File: src/rtl/bus_pkg.sv
// Shared types and default address map for the data-side bus bridge.
package bus_pkg;

    typedef enum logic [1:0] {
        IDLE = 2'd0,
        WAIT = 2'd1,
        DONE = 2'd2
    } state_t;

    localparam int unsigned DEF_ADDR_W = 32;
    localparam int unsigned DEF_DATA_W = 32;
    localparam int unsigned DEF_N_SLV  = 4;

    // Default map: data RAM in slot 0, three MMIO windows above it.
    localparam logic [DEF_ADDR_W-1:0] RAM_BASE   = 32'h0000_0000;
    localparam logic [DEF_ADDR_W-1:0] RAM_MASK   = 32'hFFFF_0000;
    localparam logic [DEF_ADDR_W-1:0] MMIO0_BASE = 32'h1000_0000;
    localparam logic [DEF_ADDR_W-1:0] MMIO1_BASE = 32'h2000_0000;
    localparam logic [DEF_ADDR_W-1:0] MMIO2_BASE = 32'h3000_0000;
    localparam logic [DEF_ADDR_W-1:0] MMIO_MASK  = 32'hFFFF_0000;

    localparam logic [DEF_N_SLV*DEF_ADDR_W-1:0] DEF_SLV_BASE =
        {MMIO2_BASE, MMIO1_BASE, MMIO0_BASE, RAM_BASE};
    localparam logic [DEF_N_SLV*DEF_ADDR_W-1:0] DEF_SLV_MASK =
        {MMIO_MASK, MMIO_MASK, MMIO_MASK, RAM_MASK};

    function automatic int unsigned strb_width(input int unsigned data_w);
        return data_w / 8;
    endfunction

endpackage

File: src/rtl/addr_decoder.sv
// Combinational priority decode of an access address against per-slave windows.
module addr_decoder
    import bus_pkg::*;
#(
    parameter int unsigned N_SLV  = 4,
    parameter int unsigned ADDR_W = 32,
    parameter int unsigned IDX_W  = 2,
    parameter logic [N_SLV*ADDR_W-1:0] SLV_BASE = '0,
    parameter logic [N_SLV*ADDR_W-1:0] SLV_MASK = '0
) (
    input  logic [ADDR_W-1:0] addr,
    output logic              hit_c,
    output logic [IDX_W-1:0]  idx_c
);

    // Scan from the top slot down so the lowest matching index is left standing.
    always_comb begin
        hit_c = 1'b0;
        idx_c = '0;
        for (int i = int'(N_SLV) - 1; i >= 0; i--) begin
            if ((addr & SLV_MASK[i*ADDR_W +: ADDR_W]) == SLV_BASE[i*ADDR_W +: ADDR_W]) begin
                hit_c = 1'b1;
                idx_c = IDX_W'(i);
            end
        end
    end

endmodule

File: src/rtl/dmem_bus_bridge.sv
// Data-side bridge from the core memory port to N windowed slaves with stall handshake.
// Optional WAIT watchdog enabled by defining BUS_TIMEOUT_EN.
module dmem_bus_bridge
    import bus_pkg::*;
#(
    parameter int unsigned N_SLV   = 4,
    parameter int unsigned ADDR_W  = 32,
    parameter int unsigned DATA_W  = 32,
    parameter logic [N_SLV*ADDR_W-1:0] SLV_BASE = DEF_SLV_BASE,
    parameter logic [N_SLV*ADDR_W-1:0] SLV_MASK = DEF_SLV_MASK,
    parameter int unsigned TIMEOUT = 15
) (
    input  logic                          clk,
    input  logic                          reset,
    input  logic                          m_req,
    input  logic [strb_width(DATA_W)-1:0] m_wstrb,
    input  logic [ADDR_W-1:0]             m_addr,
    input  logic [DATA_W-1:0]             m_wdata,
    output logic [DATA_W-1:0]             m_rdata,
    output logic                          m_stall,
    output logic                          m_err,
    output logic [N_SLV-1:0]              s_req,
    output logic [ADDR_W-1:0]             s_addr,
    output logic [strb_width(DATA_W)-1:0] s_wstrb,
    output logic [DATA_W-1:0]             s_wdata,
    input  logic [N_SLV*DATA_W-1:0]       s_rdata,
    input  logic [N_SLV-1:0]              s_ack
);

    localparam int unsigned STRB_W = strb_width(DATA_W);
    localparam int unsigned IDX_W  = (N_SLV > 1) ? $clog2(N_SLV) : 1;

    state_t            state;
    logic [IDX_W-1:0]  sel;
    logic              dec_hit;
    logic [IDX_W-1:0]  dec_idx;
    logic              sel_ack;
    logic [DATA_W-1:0] sel_rdata;

`ifdef BUS_TIMEOUT_EN
    localparam int unsigned CNT_W = (TIMEOUT > 1) ? $clog2(TIMEOUT) : 1;
    logic [CNT_W-1:0] wait_cnt;
`endif

    addr_decoder #(
        .N_SLV    (N_SLV),
        .ADDR_W   (ADDR_W),
        .IDX_W    (IDX_W),
        .SLV_BASE (SLV_BASE),
        .SLV_MASK (SLV_MASK)
    ) u_addr_decoder (
        .addr  (m_addr),
        .hit_c (dec_hit),
        .idx_c (dec_idx)
    );

    // Only the latched slave's ack and data are visible to the FSM.
    always_comb begin
        sel_ack   = 1'b0;
        sel_rdata = '0;
        for (int i = 0; i < int'(N_SLV); i++) begin
            if (sel == IDX_W'(i)) begin
                sel_ack   = s_ack[i];
                sel_rdata = s_rdata[i*DATA_W +: DATA_W];
            end
        end
    end

    // Stall must drop in the same cycle the core sees DONE, so it is decoded from state.
    assign m_stall = ((state == IDLE) && m_req) || (state == WAIT);

    always_ff @(posedge clk) begin
        if (reset) begin
            state   <= IDLE;
            sel     <= '0;
            s_req   <= '0;
            s_addr  <= '0;
            s_wstrb <= '0;
            s_wdata <= '0;
            m_rdata <= '0;
            m_err   <= 1'b0;
`ifdef BUS_TIMEOUT_EN
            wait_cnt <= '0;
`endif
        end else begin
            s_req <= '0;
            m_err <= 1'b0;
            case (state)
                IDLE: begin
                    if (m_req) begin
                        if (dec_hit) begin
                            sel     <= dec_idx;
                            s_addr  <= m_addr;
                            s_wstrb <= m_wstrb;
                            s_wdata <= m_wdata;
                            s_req   <= N_SLV'(1) << dec_idx;
                            state   <= WAIT;
`ifdef BUS_TIMEOUT_EN
                            wait_cnt <= '0;
`endif
                        end else begin
                            // Unmapped: complete with an error, nothing reaches a slave.
                            m_err   <= 1'b1;
                            m_rdata <= '0;
                            state   <= DONE;
                        end
                    end
                end
                WAIT: begin
                    if (sel_ack) begin
                        m_rdata <= (s_wstrb == STRB_W'(0)) ? sel_rdata : '0;
                        state   <= DONE;
                    end
`ifdef BUS_TIMEOUT_EN
                    else if (wait_cnt == CNT_W'(TIMEOUT - 1)) begin
                        m_err   <= 1'b1;
                        m_rdata <= '0;
                        state   <= DONE;
                    end else begin
                        wait_cnt <= wait_cnt + CNT_W'(1);
                    end
`endif
                end
                DONE:    state <= IDLE;
                default: state <= IDLE;
            endcase
        end
    end

endmodule

File: config.mk
export PLATFORM = sky130hd
export DESIGN_NAME = dmem_bus_bridge
export DESIGN_NICKNAME = d
export VERILOG_FILES = /design/src/rtl/bus_pkg.sv /design/src/rtl/addr_decoder.sv /design/src/rtl/dmem_bus_bridge.sv
export SDC_FILE = /design/constraint.sdc
export NUM_CORES = 1
export LEC_CHECK = 0
export CORE_MARGIN = 2
export CORE_UTILIZATION = 25
export CTS_BUF_LIST = sky130_fd_sc_hd__clkbuf_8
export DETAILED_ROUTE_END_ITERATION = 12
export PLACE_DENSITY = 0.6
export SYNTH_ARGS = -nofsm -noshare
export SYNTH_HDL_FRONTEND = slang
export SYNTH_SLANG_ARGS = --single-unit
File: constraint.sdc
create_clock -name clk -period 2.33 [get_ports clk]
set_clock_uncertainty 0.2 [all_clocks]
set_input_delay 0.233 -clock clk [delete_from_list [all_inputs] [get_ports clk]]
set_output_delay 0.233 -clock clk [all_outputs]
set_load 0.1 [all_outputs]
Word level (Yosys, flattened, before mapping)
Index checks and enable logic that the tools add are counted.

Bits in registers: 109. Input port bits: 203. Output and inout port bits: 106. Word-level logic and storage cells: 60.

Eq/ne operators: 10. Shift-type cells: 1. Mux-type cells: 26. Bitwise logic cells: 3. Reductions and logical operators: 12.

Operators by type and width (count): $mux W32 (8); $pmux W32 S2 (1); $eq A16 B14 Y1 const B (2); $logic_not A32 Y1 (1); $eq A16 B13 Y1 const B (1); $mux W2 (7); $mux W1 (9); $ne A2 B2 Y1 const B (3); $eq A2 B1 Y1 const B (2); $eq A2 B2 Y1 const B (2); $logic_not A2 Y1 (2); $logic_not A4 Y1 (1); $pmux W2 S2 (1); $reduce_and A4 Y1 (1); $reduce_or A4 Y1 (1); $shl A1 B2 Y4 const A (1); $not A1 Y1 (3); $reduce_and A3 Y1 (1); $reduce_or A3 Y1 (1); $reduce_and A2 Y1 (1); $reduce_bool A2 Y1 (1); $logic_and A1 B1 Y1 (1); $logic_or A1 B1 Y1 (1).

Longest topological paths before layout
Gate-level depths: netlist of run 1.

Depth in word-level cells: 8. Depth in mapped cells: 7. Mapped depth without buffers: 4.

By module
From an unflattened synthesis of run 1, not the netlist that was laid out.

Cell total of the unflattened synthesis: 521. Area total of the unflattened synthesis: 4904.7 um2.

By module, submodules not included: dmem_bus_bridge (times used 1, cells each 512, area an instance 4825.9 um2, seq. area each 2182.1 um2); addr_decoder (times used 1, cells each 9, area an instance 78.8 um2, seq. area each 0.0 um2).

Least setup slack after synthesis of run 1
No wires, ideal clock.

Path kind: register to register. Start point: reg state[0]. End point: reg m_rdata[10]. Setup time: 0.072 ns. Data arrival time: 2.465 ns. Required time: 2.058 ns. Path slack: -0.406 ns. Cell stages (with the launch flop): 7. Buffers on the path: 2. Clock period less this slack: 2.736 ns. Path through: dfxtp_1 -> nor2_1 -> nor2_1 -> o211a_1 -> buf_6 -> buf_6 -> mux2i_1.

Longest elaborated chain between the ends: 3. Elaborated cells between the ends (all ways): 8. Classes of those cells: eq/ne: 4; mux: 1; reduce/logical: 3.

RTL lines: start, declared (RTL line dmem_bus_bridge.sv:33) `state_t state;`; start signal, assigned (RTL line dmem_bus_bridge.sv:74) `state <= IDLE;`; start signal, assigned (RTL line dmem_bus_bridge.sv:97) `state <= WAIT;`; start signal, assigned (RTL line dmem_bus_bridge.sv:105) `state <= DONE;`; $eq A2 B1 Y1 or $logic_not A2 Y1 (tied branches) (RTL line dmem_bus_bridge.sv:88) `case (state)`; $ne A2 B2 Y1 (no source line) or $reduce_bool A2 Y1 (tied branches); $reduce_and A4 Y1 (no source line); end signal, assigned (RTL line dmem_bus_bridge.sv:111) `m_rdata <= (s_wstrb == STRB_W'(0)) ? sel_rdata : '0;`; end, declared (RTL line dmem_bus_bridge.sv:19) `output logic [DATA_W-1:0] m_rdata,`.

Several ways; a longest one is shown, not always the timed one. A chain may end at the register's enable or synchronous reset.

Worst setup path in the final report of run 1
Start point: reg sel[0]. End point: reg m_rdata[21].

Longest elaborated chain between the ends: 8. Elaborated cells between the ends (all ways): 17. Classes of those cells: eq/ne: 4; mux: 11; reduce/logical: 2.

RTL lines: start, declared (RTL line dmem_bus_bridge.sv:34) `logic [IDX_W-1:0] sel;`; start signal, assigned (RTL line dmem_bus_bridge.sv:92) `sel <= dec_idx;`; $logic_not A2 Y1 (RTL line dmem_bus_bridge.sv:62) `if (sel == IDX_W'(i)) begin`; $mux W32 (4 in a row) (RTL line dmem_bus_bridge.sv:62); $mux W32 (RTL line dmem_bus_bridge.sv:111); $mux W32 (RTL line dmem_bus_bridge.sv:110) `if (sel_ack) begin`; $pmux W32 S2 (RTL line dmem_bus_bridge.sv:88).

Several ways; a longest one is shown, not always the timed one. The select of a mux whose other input is x is not followed.

==> impl_metrics.json, run 1 <==
{
  "multi_input_comb_area_um2": 2480,
  "ir_worst_vdd_mv": 0.242,
  "max_freq_ghz": 0.450,
  "clk_pin_slew_ps": 110,
  "track_usage_pct": 16.5,
  "yosysTopAreaCell": "dfxtp_1",
  "grt_pass1_vias": 4603,
  "dieArea_um2": 20700,
  "fp.dieW_um": 144,
  "avgViaCountPerCell": 4.65,
  "cts_root_buf": "clkbuf_8",
  "rows": 51,
  "cp.arrival_ps": 2290,
  "drive_gt1_share_pct": 23.9,
  "netlist_top_cells_area": "dfxtp_1 (45%), mux4_2 (15%), mux2i_1 (6.6%)",
  "ys_seq_elements": 109,
  "layoutNonFillerInstCount": 1056,
  "boundaryPins": 309,
  "io_buffers": 308,
  "gr-total-overflow": 0,
  "cts_tree": "done",
  "ys_async_sr_fraction_pct": 0,
  "status": "finished clean",
  "p_per_area_nw_per_um2": 429,
  "cts_hold_buf": 0,
  "drt_wl_total_um": 18100,
  "fillers": 1956,
  "required_ps": 2390,
  "leakagePower_uw": 0.00307,
  "end_kind": "flip-flop",
  "routedWlPerCell_um": 17.1,
  "setup_ws_ps": 108,
  "grt_max_degree": 67,
  "seqCellArea_um2": 2180,
  "drt_iter0_drc": 211,
  "setup_viol": 0,
  "clkSinkCount": 109,
  "crit_buf_inv": 1,
  "final_max_slew_viol_count": 0,
  "relSlewSlack_pct": 55.4,
  "critical_path_class": "flip-flop to flip-flop",
  "vias": 4906,
  "numCtsBuffers": 9,
  "tightest_slew_ps": 669,
  "syn_area_per_cell_um2": 9.88,
  "ys_seq_area_share_pct": 44.7,
  "reg2reg_slack_ps": 110,
  "drv_cap": 0,
  "synth-edff-count": 0,
  "start_util_pct": 25.3,
  "slowest_delay_ps": 580,
  "dp_slack_ps": -152,
  "syn_to_final_growth_pct": 69.3,
  "path_max_fanout": 23,
  "synthesis.nets": 697,
  "ctsResizeCount": 0,
  "synth_commonest_cells": "dfxtp_1 (109), a21oi_1 (57), o21ai_0 (55)",
  "cp-start-kind": "flip-flop",
  "path_delay_family": "multiplexers",
  "rsz0062_at_grt": "no",
  "antenna_cells": 0,
  "drc": 0,
  "worst_path_max_delay_cell": "mux4_2",
  "hold_viol": 0,
  "period_minus_slack_ps": 2220,
  "synth_flop_cell": "dfxtp_1",
  "period_share_pct": 95.4,
  "dp_hpwl_um": 13600,
  "drtAntennaViolNets": 0,
  "fin_nets": 989,
  "fp.dieH_um": 144,
  "synth_area_um2": 4880,
  "grt_antenna_before_repair": 0,
  "dpl.cell_count": 1040,
  "setup_tns_ps": 0,
  "cts_buffer_depth": 2,
  "first_pass_iters": 4,
  "path_cells": "mux4_2, or3b_1, o211a_2, buf_12, mux2i_1",
  "insertion_delay_ps": 380,
  "ys_types": 27,
  "hold_path.class": "primary input to flip-flop",
  "ctsHtreeMaxLevel": 3,
  "grt_pass1_wl_um": 26200,
  "synthCells": 494,
  "post_cts_buffers": 0,
  "yosysTopAreaCellShare_pct": 44.7,
  "coreArea_um2": 19300,
  "yosysMostFrequentCell": "dfxtp_1",
  "gp_congestion": 0.743,
  "ys_warn_count": 0
}
registers in the layout, indices dropped and copies added (netlist names):
register	cells
m_err	1
m_rdata	32
s_addr	32
s_req	4
s_wdata	32
s_wstrb	4
sel	2
state	2
per-stage QoR:
| stage | total power (µW) | utilization [%] | cell area [µm²] | hold WS (ps) |
|---|---|---|---|---|
| after floorplan | 2070 | - | 4890 | 105 |
| after global placement | 2480 | 41.8 | 8080 | 245 |
| after detailed placement | 2480 | 41.8 | 8080 | 245 |
| after CTS | 3630 | 42.7 | 8260 | 153 |
| after global routing | 3710 | 42.7 | 8260 | 178 |
| final | 3550 | 42.7 | 8260 | 196 |
layout make-up:
type	instances	share of cell area (%)
Sequential cell	109	26.4
Multi-Input combinational cell	334	30.1
Clock inverter	6	0.560
Tap cell	265	4.01
Timing Repair Buffer	332	37.3
Clock buffer	10	1.67
per-layer routing:
metal | GRT usage, % | up-vias | wire length (µm)
met2 | 27.1 | 214 | 8600
li1 | - | 2358 | -
met1 | 20.9 | 2317 | 7450
met4 | 5.47 | 0 | 280
met5 | 0 | - | 0
met3 | 4.57 | 17 | 1730
worst min-delay path, cell delays in order:
cell and delay, ps:
clkdlybuf4s50_1 400, nand3_1 60, a21oi_1 50
cells in the final DEF (no fill, tap or decap), drive strengths merged:
cell | Yosys | routed
clkdlybuf4s50 | 0 | 201
buf | 12 | 131
dfxtp | 109 | 109
a21oi | 57 | 57
o21ai | 55 | 55
nand3 | 54 | 54
nand2 | 34 | 34
mux4 | 33 | 33
nand2b | 32 | 32
mux2i | 32 | 32
and2 | 15 | 15
clkbuf | 39 | 10
nor2 | 4 | 4
nor4 | 4 | 4
clkinv | 0 | 3
nor3 | 2 | 2
nor2b | 2 | 2
nor3b | 2 | 2
or3b | 2 | 2
inv | 0 | 2
and4 | 1 | 1
nand4 | 1 | 1
or4b | 1 | 1
o211a | 1 | 1
and3 | 1 | 1
a21o | 1 | 1
clkinvlp | 0 | 1
worst paths after layout:
kind               startpoint           to  depth (start not counted)
setup / recovery       sel[0]  m_rdata[21]                          5
hold / removal    m_wdata[18]  s_wdata[18]                          3
setup reg to reg       sel[0]  m_rdata[21]                          5
hold reg to reg    s_addr[16]   s_addr[16]                          1
report_power, final:
part	switching (µW)	internal, µW
clock	685	429
sequential	1.10	1860
combinational	179	388
total	865	2680
cell families (layout without fill, tap and decap cells):
group	count (synthesis)	in the layout	share of synthesized area, %
simple gates	155	155	16.9
mux	65	65	21.8
flops	109	109	44.7
buf+inv	51	348	4.79
compound gates	114	114	11.8
Power figures use the tool's default switching activity.
==> run 2, diff against run 1 <==
==> constraint.sdc (replaced) <==
create_clock -name clk -period 2.33 [get_ports clk]
set_clock_uncertainty 0.2 [all_clocks]
set_input_delay 0.3495 -clock clk [delete_from_list [all_inputs] [get_ports clk]]
set_output_delay 0.3495 -clock clk [all_outputs]
set_load 0.1 [all_outputs]
==> impl_metrics.json, run 2 (synthesis results as in run 1) <==
{
  "final_cell_mix": "clkdlybuf4s50_1 (201), buf_4 (124), dfxtp_1 (107)",
  "holdPathEnd": "s_addr[16]",
  "io_buffers": 308,
  "power.total_uw": 3620,
  "coreArea_um2": 19300,
  "end_kind": "flip-flop",
  "cp-start-kind": "flip-flop",
  "start_util_pct": 25.3,
  "reg_top3": "m_rdata (32), s_addr (32), s_wdata (32)",
  "status": "finished clean",
  "cts_root_buf": "clkbuf_8",
  "insertion_delay_ps": 390,
  "path_delay_family": "multiplexers",
  "cp.arrival_ps": 2280,
  "boundaryPins": 309,
  "drive_gt1_share_pct": 23.9,
  "numCtsBuffers": 9,
  "drt_wl_total_um": 18000,
  "drv_cap": 0,
  "required_ps": 2410,
  "grt_antenna_before_repair": 0,
  "first_pass_iters": 4,
  "p_per_area_nw_per_um2": 437,
  "final_max_slew_viol_count": 0,
  "hold_viol": 0,
  "syn_to_final_growth_pct": 69.4,
  "grt_max_degree": 60,
  "cts_tree": "done",
  "slowest_delay_ps": 560,
  "dp_slack_ps": -315,
  "grt_pass1_vias": 4690,
  "cts_hold_buf": 0,
  "gr-total-overflow": 0,
  "setup_viol": 0,
  "crit_buf_inv": 1,
  "period_minus_slack_ps": 2200,
  "relSlewSlack_pct": 54.7,
  "ir_worst_vdd_mv": 0.246,
  "hold_path.startpoint": "s_addr[16]",
  "rsz0062_at_grt": "no",
  "rows": 51,
  "holdPathStages": 1,
  "max_freq_ghz": 0.455,
  "dieArea_um2": 20700,
  "ctsResizeCount": 0,
  "internal-power_uw": 2670,
  "critical_path_class": "flip-flop to flip-flop",
  "fillers": 1937,
  "gp_congestion": 0.753,
  "p_seq_share_pct": 51.6,
  "r2r-end": "m_rdata[18]",
  "hold_path.class": "flip-flop to flip-flop",
  "vias": 4842,
  "setup_ws_ps": 131,
  "post_cts_buffers": 0,
  "power_frac_comb_pct": 15.5,
  "drtAntennaViolNets": 0,
  "worst_path_max_delay_cell": "mux4_2",
  "drt_iter0_drc": 133,
  "period_share_pct": 94.4,
  "p_clk_share_pct": 32.9,
  "leakagePower_uw": 0.00306,
  "fp.dieH_um": 144,
  "track_usage_pct": 16.3,
  "p_switching_uw": 944,
  "fp.dieW_um": 144,
  "final_common_cell": "clkdlybuf4s50_1",
  "dp_hpwl_um": 13500,
  "whs_ps": 276,
  "ctsHtreeMaxLevel": 3,
  "path_cells": "mux4_2, or3b_1, o211a_2, buf_12, mux2i_1",
  "reg2reg_slack_ps": 130,
  "r2r-start": "sel[0]",
  "clk_pin_slew_ps": 120,
  "utilization_pct": 42.8,
  "fin_nets": 989,
  "path_max_fanout": 27,
  "grt_pass1_wl_um": 26000,
  "avgViaCountPerCell": 4.59,
  "antenna_cells": 0,
  "dpl.cell_count": 1040,
  "r2r.worst_path.cells": 5,
  "routedWlPerCell_um": 17.1,
  "drc": 0,
  "cts_buffer_depth": 2,
  "swShare_pct": 26.1,
  "tightest_slew_ps": 679,
  "clkSinkCount": 109,
  "layoutNonFillerInstCount": 1056
}
## run 2: cell types whose count changed in the layout (fill, tap and decap cells not counted), sizes merged
cell    before  now
inv          2    4
clkbuf      10    9
clkinv       3    2
## run 2: worst max-delay path by stage
| stage | from | to | slack [ps] | cells after the start |
|---|---|---|---|---|
| after global placement | m_addr[27] | m_rdata[12] | -300 | 7 |
| final | sel[0] | m_rdata[18] | 130 | 5 |
| after global routing | m_addr[27] | m_rdata[18] | 3 | 7 |
| after detailed placement | m_addr[27] | m_rdata[18] | -310 | 7 |
| after floorplan | state[0] | m_rdata[10] | 110 | 6 |
| after CTS | sel[0] | m_rdata[18] | 70 | 5 |
## run 2: worst register-to-register path, stage by stage (launching register included)
cell	delay, ps
dfxtp_4	410
mux4_2	560
or3b_1	400
o211a_2	180
buf_12	180
mux2i_1	170
## run 2: area by class of cell
| type | count | area (µm²) | area share [%] |
|---|---|---|---|
| multi-input combinational | 334 | 2480 | 30.0 |
| clock inverter | 7 | 77.6 | 0.938 |
| timing repair buffer | 332 | 3070 | 37.1 |
| tap | 265 | 332 | 4.01 |
| sequential | 109 | 2190 | 26.4 |
| clock buffer | 9 | 124 | 1.50 |
## run 2: stage by stage
stage,area [µm²],setup TNS [ps]
6_report,8270,0
5_1_grt,8270,0
4_1_cts,8270,0
3_5_place_dp,8070,-19830
3_3_place_gp,8070,-19940
2_1_floorplan,4890,0
## run 2: power by group through the flow
stage               Sequential [µW]  Combinational [µW]  Clock [µW]
finish                         1870                 560        1190
global route                   1870                 597        1310
CTS                            1870                 567        1260
detailed placement             1910                 564           0
global placement               1910                 563           0
floorplan                      1920                 157           0
## run 2: metal layers
metal | vias up | wire, µm | share of wire [%] | GRT usage (%)
met5 | - | 0 | 0 | 0
met4 | 0 | 227 | 1.3 | 4.08
met3 | 14 | 1650 | 9.2 | 5.90
met2 | 199 | 8570 | 48 | 27.1
met1 | 2276 | 7570 | 42 | 20.1
li1 | 2353 | - | - | -
==> run 3, diff against run 2 <==
- CORE_MARGIN: 2 -> 8
- SKIP_CTS_REPAIR_TIMING: unset -> 1
==> impl_metrics.json, run 3 (synthesis results as in run 1) <==
{
  "fp.dieH_um": 156,
  "numCtsBuffers": 9,
  "layoutNonFillerInstCount": 1063,
  "end_kind": "flip-flop",
  "slowest_delay_ps": 560,
  "grt_antenna_before_repair": 0,
  "status": "finished clean",
  "fin_nets": 996,
  "period_share_pct": 94.3,
  "start_util_pct": 25.3,
  "cts_buffer_depth": 2,
  "grt_pass1_vias": 5166,
  "drive_gt1_share_pct": 24.3,
  "vias": 4917,
  "fp.dieW_um": 156,
  "clkSinkCount": 109,
  "gr-total-overflow": 0,
  "reg_top3": "m_rdata (32), s_addr (32), s_wdata (32)",
  "insertion_delay_ps": 380,
  "cp.arrival_ps": 2260,
  "coreArea_um2": 19300,
  "final_area_um2": 8300,
  "clk_pin_slew_ps": 100,
  "period_minus_slack_ps": 2200,
  "syn_to_final_growth_pct": 70.0,
  "rows": 51,
  "final_common_cell": "clkdlybuf4s50_1",
  "hold_viol": 0,
  "required_ps": 2400,
  "grt_pass1_wl_um": 30100,
  "path_delay_family": "multiplexers",
  "drt_wl_total_um": 19900,
  "first_pass_iters": 4,
  "worst_path_max_delay_cell": "mux4_2",
  "p_per_area_nw_per_um2": 431,
  "cts_tree": "done",
  "rsz0062_at_grt": "no",
  "drv_cap": 0,
  "path_max_fanout": 24,
  "routedWlPerCell_um": 18.7,
  "dp_hpwl_um": 15500,
  "boundaryPins": 309,
  "critical_path_class": "flip-flop to flip-flop",
  "track_usage_pct": 15.9,
  "drc": 0,
  "path_cells": "mux4_2, or3b_1, o211a_2, buf_12, mux2i_1",
  "drtAntennaViolNets": 0,
  "io_buffers": 308,
  "setup_viol": 0,
  "final_max_slew_viol_count": 0,
  "fillers": 1918,
  "gp_congestion": 0.808,
  "leakagePower_uw": 0.00311,
  "dieArea_um2": 24300,
  "dpl.cell_count": 1047,
  "crit_buf_inv": 1,
  "final_cell_mix": "clkdlybuf4s50_1 (201), buf_4 (132), dfxtp_1 (107)",
  "dp_slack_ps": -438,
  "cp-start-kind": "flip-flop",
  "seqCellArea_um2": 2180,
  "multi_input_comb_area_um2": 2490,
  "cts_root_buf": "clkbuf_8",
  "ir_worst_vdd_mv": 0.204,
  "relSlewSlack_pct": 65.2,
  "tightest_slew_ps": 517,
  "setup_ws_ps": 132,
  "antenna_cells": 0,
  "max_freq_ghz": 0.455,
  "ctsHtreeMaxLevel": 3,
  "grt_max_degree": 54,
  "avgViaCountPerCell": 4.63,
  "drt_iter0_drc": 190,
  "hold_path.class": "flip-flop to flip-flop",
  "placed_cell_area_um2": 8110
}
[run 3: changes by cell type in the layout (fill, tap and decap cells not counted), moves of 2 or more]
| cell | previous run | this run |
|---|---|---|
| clkinv_2 | 0 | 2 |
| clkinv_8 | 2 | 0 |
| inv_6 | 3 | 0 |
| inv_1 | 0 | 3 |
| buf_4 | 124 | 132 |
[run 3: cell type report]
| class | instances | share of cell area [%] |
|---|---|---|
| tap | 265 | 4.00 |
| clock buffer | 9 | 1.49 |
| multi-input combinational | 334 | 30.0 |
| sequential | 109 | 26.3 |
| timing repair buffer | 339 | 37.5 |
| clock inverter | 7 | 0.724 |
[run 3: metrics by stage]
step / utilization [%] / TNS, ps / hold slack [ps] / power (µW)
global route: 42.9 / 0 / 289 / 3760
floorplan: - / 0 / 221 / 2070
detailed placement: 41.9 / -37890 / 245 / 2480
CTS: 42.9 / -13.4 / 273 / 3650
finish: 42.9 / 0 / 270 / 3580
global placement: 41.9 / -38000 / 245 / 2480
[run 3: layer usage]
layer,GRT usage (%),vias to the layer above,wire (µm)
met3,6.51,15,1980
met5,0,-,0
met2,26.1,229,9150
met1,19.2,2307,8600
li1,-,2366,-
met4,3.56,0,184
[run 3: worst paths after layout]
check | slack (ps) | start | cells past startpoint | endpoint
max reg2reg | 130 | sel[0] | 5 | m_rdata[16]
max | 130 | sel[0] | 5 | m_rdata[16]
min | 270 | s_addr[31] | 1 | s_addr[31]
min reg2reg | 270 | s_addr[31] | 1 | s_addr[31]
[run 3: power breakdown]
group,internal [µW],switching (µW)
registers,1860,2.03
clock network,486,654
logic,393,180
total,2740,836
